## config.mk

```make
export PLATFORM = sky130hd
export DESIGN_NAME = pulse_window_ctrl
export DESIGN_NICKNAME = d
export VERILOG_FILES = /design/src/rtl/pulse_window_ctrl.sv
export SDC_FILE = /design/constraint.sdc
export NUM_CORES = 1
export LEC_CHECK = 0
export CAP_MARGIN = 30
export CELL_PAD_IN_SITES_DETAIL_PLACEMENT = 2
export CELL_PAD_IN_SITES_GLOBAL_PLACEMENT = 2
export CORE_ASPECT_RATIO = 1.1
export CORE_MARGIN = 2
export CORE_UTILIZATION = 34
export CTS_BUF_LIST = sky130_fd_sc_hd__clkbuf_2
export DETAILED_ROUTE_END_ITERATION = 8
export PLACE_DENSITY = 0.86
export SYNTH_ARGS = -nofsm -noshare
export SYNTH_HDL_FRONTEND = slang
export SYNTH_SLANG_ARGS = --single-unit
```

## constraint.sdc

```tcl
create_clock -name clk -period 5.9 [get_ports clk]
set_input_delay 0.59 -clock clk [delete_from_list [all_inputs] [get_ports clk]]
set_output_delay 0.59 -clock clk [all_outputs]
set_load 0.005 [all_outputs]
```

## src/rtl/pulse_window_ctrl.sv

```systemverilog
// Delayed pulse window: after trig, wait delay_val+1 cycles, then drive pulse_out for width_val cycles.
// Optional restart-on-retrigger behaviour is selected by defining PULSE_WINDOW_RETRIG_EN.
module pulse_window_ctrl #(
    parameter int WIDTH = 16
) (
    input  logic             clk,
    input  logic             srst,
    input  logic             trig,
    input  logic             abort,
    input  logic [WIDTH-1:0] delay_val,
    input  logic [WIDTH-1:0] width_val,
    output logic             pulse_out,
    output logic             busy,
    output logic             done,
    output logic             trig_miss
);

    typedef enum logic [1:0] {
        IDLE   = 2'd0,
        DELAY  = 2'd1,
        ACTIVE = 2'd2
    } state_t;

    state_t           state_q, state_d;
    logic [WIDTH-1:0] cnt_q, cnt_d;
    logic [WIDTH-1:0] wlat_q, wlat_d;
    logic             pulse_q, pulse_d;
    logic             busy_q, busy_d;
    logic             done_q, done_d;
    logic             miss_q, miss_d;

    always_comb begin
        state_d = state_q;
        cnt_d   = cnt_q;
        wlat_d  = wlat_q;
        pulse_d = pulse_q;
        done_d  = 1'b0;
        miss_d  = 1'b0;

        // Normal progression of the window; abort and retrigger override below.
        case (state_q)
            IDLE: begin
                if (trig && !abort) begin
                    wlat_d  = width_val;
                    cnt_d   = delay_val;
                    state_d = DELAY;
                end
            end
            DELAY: begin
                if (cnt_q != '0) begin
                    cnt_d = cnt_q - 1'b1;
                end else if (wlat_q != '0) begin
                    cnt_d   = wlat_q - 1'b1;
                    state_d = ACTIVE;
                    pulse_d = 1'b1;
                end else begin
                    state_d = IDLE;
                    done_d  = 1'b1;
                end
            end
            ACTIVE: begin
                if (cnt_q != '0) begin
                    cnt_d = cnt_q - 1'b1;
                end else begin
                    state_d = IDLE;
                    pulse_d = 1'b0;
                    done_d  = 1'b1;
                end
            end
            default: begin
                state_d = IDLE;
                pulse_d = 1'b0;
            end
        endcase

        if (state_q != IDLE) begin
            if (abort) begin
                state_d = IDLE;
                cnt_d   = '0;
                pulse_d = 1'b0;
                done_d  = 1'b0;
            end else if (trig) begin
`ifdef PULSE_WINDOW_RETRIG_EN
                wlat_d  = width_val;
                cnt_d   = delay_val;
                state_d = DELAY;
                pulse_d = 1'b0;
                done_d  = 1'b0;
`else
                miss_d  = 1'b1;
`endif
            end
        end

        busy_d = (state_d != IDLE);
    end

    always_ff @(posedge clk) begin
        if (srst) begin
            state_q <= IDLE;
            cnt_q   <= '0;
            wlat_q  <= '0;
            pulse_q <= 1'b0;
            busy_q  <= 1'b0;
            done_q  <= 1'b0;
            miss_q  <= 1'b0;
        end else begin
            state_q <= state_d;
            cnt_q   <= cnt_d;
            wlat_q  <= wlat_d;
            pulse_q <= pulse_d;
            busy_q  <= busy_d;
            done_q  <= done_d;
            miss_q  <= miss_d;
        end
    end

    assign pulse_out = pulse_q;
    assign busy      = busy_q;
    assign done      = done_q;
    assign trig_miss = miss_q;

endmodule
```

Word level (Yosys, flattened, before mapping)
Index checks and enable logic that the tools add are counted.
{"block": "op_classes", "n_reduce_logical": 9, "addsub": 2, "bitwise": 1, "muxes": 27, "eq_ne": 2}
{"operator": "two-way mux 16 bit", "n": 6}
{"operator": "one-hot mux 16 bit (3 select lines)", "n": 1}
{"operator": "nonzero test 16 bit", "n": 2}
{"operator": "subtractor 16 x 1 -> 16 bit (second input constant)", "n": 2}
{"operator": "two-way mux 2 bit", "n": 6}
{"operator": "two-way mux 1 bit", "n": 11}
{"operator": "one-hot mux 2 bit (3 select lines)", "n": 1}
{"operator": "nonzero test 2 bit", "n": 2}
{"operator": "one-hot mux 1 bit (3 select lines)", "n": 1}
{"operator": "OR reduction 3 bit", "n": 1}
{"operator": "equality test 2 x 1 -> 1 bit (second input constant)", "n": 1}
{"operator": "equality test 2 bit (second input constant)", "n": 1}
{"operator": "logical NOT 2 bit", "n": 1}
{"operator": "one-hot mux 1 bit (2 select lines)", "n": 1}
{"operator": "AND reduction 2 bit", "n": 1}
{"operator": "logical AND 1 bit", "n": 1}
{"operator": "logical NOT 1 bit", "n": 1}
{"operator": "inverter 1 bit", "n": 1}
{"block": "word_totals", "register_bits": 38, "elab_cells": 48}

Depth between registers and ports, before layout
{"block": "depth", "depth_word": 7, "mapped_depth": 9, "mapped_depth_nobuf": 8}

Least setup slack after synthesis
No wires, ideal clock.
{"block": "synth_timing", "path_kind": "reg-to-reg", "start": "register wlat_q[0]", "end": "register cnt_q[2]", "n_path_buf": 0, "synth_period_minus_slack_ps": 2377, "stages_incl_launch_ff": 9, "path_slack_ps": 3523, "setup_time_ps": 119, "required_time_ps": 5781, "arrival_ps": 2259, "path_cell_list": "dfxtp_1 -> inv_1 -> ha_1 -> or4b_2 -> or4_4 -> mux2_4 -> a22oi_2 -> nor2_1 -> o221a_1"}
{"block": "synth_via", "elab_chain_len": 6, "elab_cells_between_ends": 7, "cone_classes": "add/sub: 1; mux: 5; reduce/logical: 1"}
{"item": "start: declaration", "line": "26", "rtl": "logic [WIDTH-1:0] wlat_q, wlat_d;"}
{"item": "start signal: assignment", "line": "110", "rtl": "wlat_q <= wlat_d;"}
{"item": "subtractor 16 x 1 -> 16 bit or nonzero test 16 bit (tied branches)", "line": "53, 52"}
{"item": "two-way mux 16 bit *", "line": "52", "rtl": "end else if (wlat_q != '0) begin"}
{"item": "two-way mux 16 bit *", "line": "50", "rtl": "if (cnt_q != '0) begin"}
{"item": "one-hot mux 16 bit (3 select lines) *", "line": "41", "rtl": "case (state_q)"}
{"item": "two-way mux 16 bit", "line": "77", "rtl": "if (abort) begin"}
{"item": "two-way mux 16 bit *", "line": "76", "rtl": "if (state_q != IDLE) begin"}
{"item": "end signal: assignment", "line": "109", "rtl": "cnt_q <= cnt_d;"}
{"item": "end: declaration", "line": "25", "rtl": "logic [WIDTH-1:0] cnt_q, cnt_d;"}
Every way passes the cells marked *; elsewhere a longest branch is shown, timed or not.
A chain may end at the register's enable or synchronous reset.

Worst setup path after layout
{"block": "layout_timing", "start": "register cnt_q[1]", "end": "register cnt_q[1]"}
{"block": "layout_via", "elab_chain_len": 5, "elab_cells_between_ends": 9, "cone_classes": "add/sub: 1; mux: 7; reduce/logical: 1"}
{"item": "subtractor 16 x 1 -> 16 bit, or another cell as far along", "line": "51, 63"}
{"item": "two-way mux 16 bit (on tied branches)", "line": "62, 50"}
{"item": "one-hot mux 16 bit (3 select lines) *", "line": "41"}
{"item": "two-way mux 16 bit", "line": "77"}
{"item": "two-way mux 16 bit *", "line": "76"}
Marks and branches as above.

==> results.tsv <==
metric	value	unit
rr_worst_depth	8	
skew	0.0214	ns
grt_pass1_vias	2778	
num_rows	32	
top_usage_layer	met2	
synthXorXnorAreaFrac	0.0721	
grt_max_degree	31	
clk_pin_slew	0.20	ns
numCtsBuffers	5	
maxSlewHeadroom	0.475	
die_h	92.7	um
synth_compound_area_frac	0.258	
synthMuxAreaShare	0.00618	
grt_use_total	0.228	
die_x	84.6	um
grt_overflow	0	
post_cts_resized	0	
drc	0	
synthesis.area	2430	um2
grt_pass1_wl	14.2	mm
crit_path_start_kind	flop	
end_kind	flop	
met2_usage	0.415	
post-cts-setup-buffer-count	0	
dieArea	7840	um2
synth_area_leaders	dfxtp_1, nand2_1, a21oi_1	
use_met3	0.0339	
synth_top_area_cell	dfxtp_1	
fmax	325	MHz
ys_seq_area_frac	0.313	
insertion_delay	0.41	ns
rrSetupSlack	2.82	ns
hpwl	6.60	mm
ant_nets	0	
cts_root_buffer	clkbuf_2	
yosysWarnings	0	
hold_path_class	flop to flop	
clockBufferDepth	2	
synth_cells	322	
min_from	wlat_q[5]	
dp_slack	2.81	ns
tns	0	ns
synth_top_family_by_area	simple AND/OR/NAND/NOR gates	
start_util	0.349	
drt-total-wl	8.57	mm
pin_count	40	
fin_ws	2.82	ns
cp.arrival	3.40	ns
synth_top_area_frac	0.313	
avgRoutedWirePerCell	19.5	um
diodes	0	
yosysUniqueCellTypes	56	
nets	396	
firstDrtPassIters	4	
powerDensity	362	nW/um2
mappedNetlistNets	365	
synthToLayoutAreaGrowth	20.0	%
fin_crit_sh	0.522	
rsz0062_at_grt	no	
maxSlewViolCount	0	
min_period	3.08	ns
syn_avg_cell_area	7.55	um2
finalHoldViolCount	0	
cts_tree	yes	
r2r_start	cnt_q[1]	
clock-sinks	38	
ys_async_sr_fraction	0	
whs	0.521	ns
place_area	2870	um2
num_vias	2564	
status	finished, final reports clean	
core	6970	um2
ir_worst_vdd	128	uV
total_leakage_power	1.06	nW
finalPower	1.05	mW
drt_iter0_drc	181	
synth_edf_count	0	
regToRegEndpoint	cnt_q[1]	
synthAdderAreaFrac	0.0360	
htree_levels	2	
netlist_top_cells_count	nand2_1, dfxtp_1, a21oi_1	
layout-drive-gt1-share	0.0621	
antenna_found_initial	0	
crit_start	cnt_q[1]	
synth.most_common_cell	nand2_1	
synth_ff_type	dfxtp_1	
viasPerCell	5.84	
hold_buffers	0	
synth-simple-area-share	0.271	
crit_type	flop to flop	
critPathMaxFanout	14	
fin_area	2920	um2
grt_use_met1	0.281	
numPortBuffers	39	
finalSetupViolations	0	
maxCapViolCount	0	
gp_congestion	0.884	
critPathRequiredTime	6.22	ns
synth.ff_latch_count	38	
worst_slew_pin_slew	0.781	ns
cp-endpoint	cnt_q[1]	
-- flip-flops by register name (all words and copies together) (netlist names) --
| signal | flops |
|---|---|
| cnt_q | 16 |
| wlat_q | 16 |
| state_q | 2 |
| busy | 1 |
| done | 1 |
| pulse_out | 1 |
| trig_miss | 1 |
-- worst max-delay path: stages (launching register included) --
cell and delay [ns]:
dfxtp_1 0.37, inv_1 0.09, ha_1 0.25, nor4b_2 0.44, nand4_1 0.60, or3_1 0.60
o221a_2 0.29, nor2b_1 0.13, o32ai_1 0.23
-- kinds of logic (layout without fill, tap and decap cells) --
| family | count (synthesis) | in the layout |
|---|---|---|
| simple gates | 134 | 134 |
| fa+ha+maj | 7 | 7 |
| buf+inv | 27 | 59 |
| compound gates | 95 | 95 |
| xor+xnor | 20 | 20 |
| mux | 1 | 1 |
| flops | 38 | 38 |
-- cell usage in the layout (no fill, tap or decap), drive strengths merged, types with 4 or more instances in the layout --
| master | netlist | routed |
|---|---|---|
| ha | 7 | 7 |
| nand2 | 58 | 58 |
| nor2 | 22 | 22 |
| xor2 | 7 | 7 |
| a22oi | 8 | 8 |
| a31oi | 5 | 5 |
| a221oi | 7 | 7 |
| dfxtp | 38 | 38 |
| o21ai | 16 | 16 |
| xnor2 | 13 | 13 |
| clkdlybuf4s50 | 0 | 39 |
| nand3 | 6 | 6 |
| clkbuf | 11 | 6 |
| o32ai | 4 | 4 |
| o22ai | 4 | 4 |
| or4 | 5 | 5 |
| nor3 | 13 | 13 |
| a21oi | 33 | 33 |
| nor4 | 7 | 7 |
| inv | 9 | 9 |
-- stage by stage --
stage / cells / util
3_3_place_gp: 430 / 0.412
6_report: 439 / 0.419
3_5_place_dp: 430 / 0.412
5_1_grt: 439 / 0.419
4_1_cts: 438 / 0.418
2_1_floorplan: 322 / -
-- how the worst min path moves through the flow --
stage	end	slack, ns	cells after the start
finish	wlat_q[5]	0.52	2
global route	wlat_q[10]	0.56	2
CTS	wlat_q[5]	0.53	2
detailed placement	wlat_q[5]	0.50	2
global placement	wlat_q[13]	0.48	2
floorplan	wlat_q[15]	0.46	2
-- routing by layer --
layer | routed length [um] | vias to the layer above
met5 | 0 | -
met4 | 116 | 0
met3 | 287 | 12
met2 | 4360 | 52
met1 | 3810 | 1260
li1 | - | 1240
-- power breakdown --
part,internal (mW),leakage [nW],switching (mW)
logic,0.236,0.720,0.347
clock network,0.0292,0.0304,0.0957
registers,0.293,0.310,0.0539
total,0.558,1.06,0.496
-- final cells by class --
cell class	instances	area, um2
inverter	10	37.5
sequential	38	761
timing repair buffer	41	405
tap	85	106
clock buffer	6	30.0
clock inverter	2	8.76
fill	831	4050
multi-input combinational	257	1570
Power figures use the tool's default switching activity.
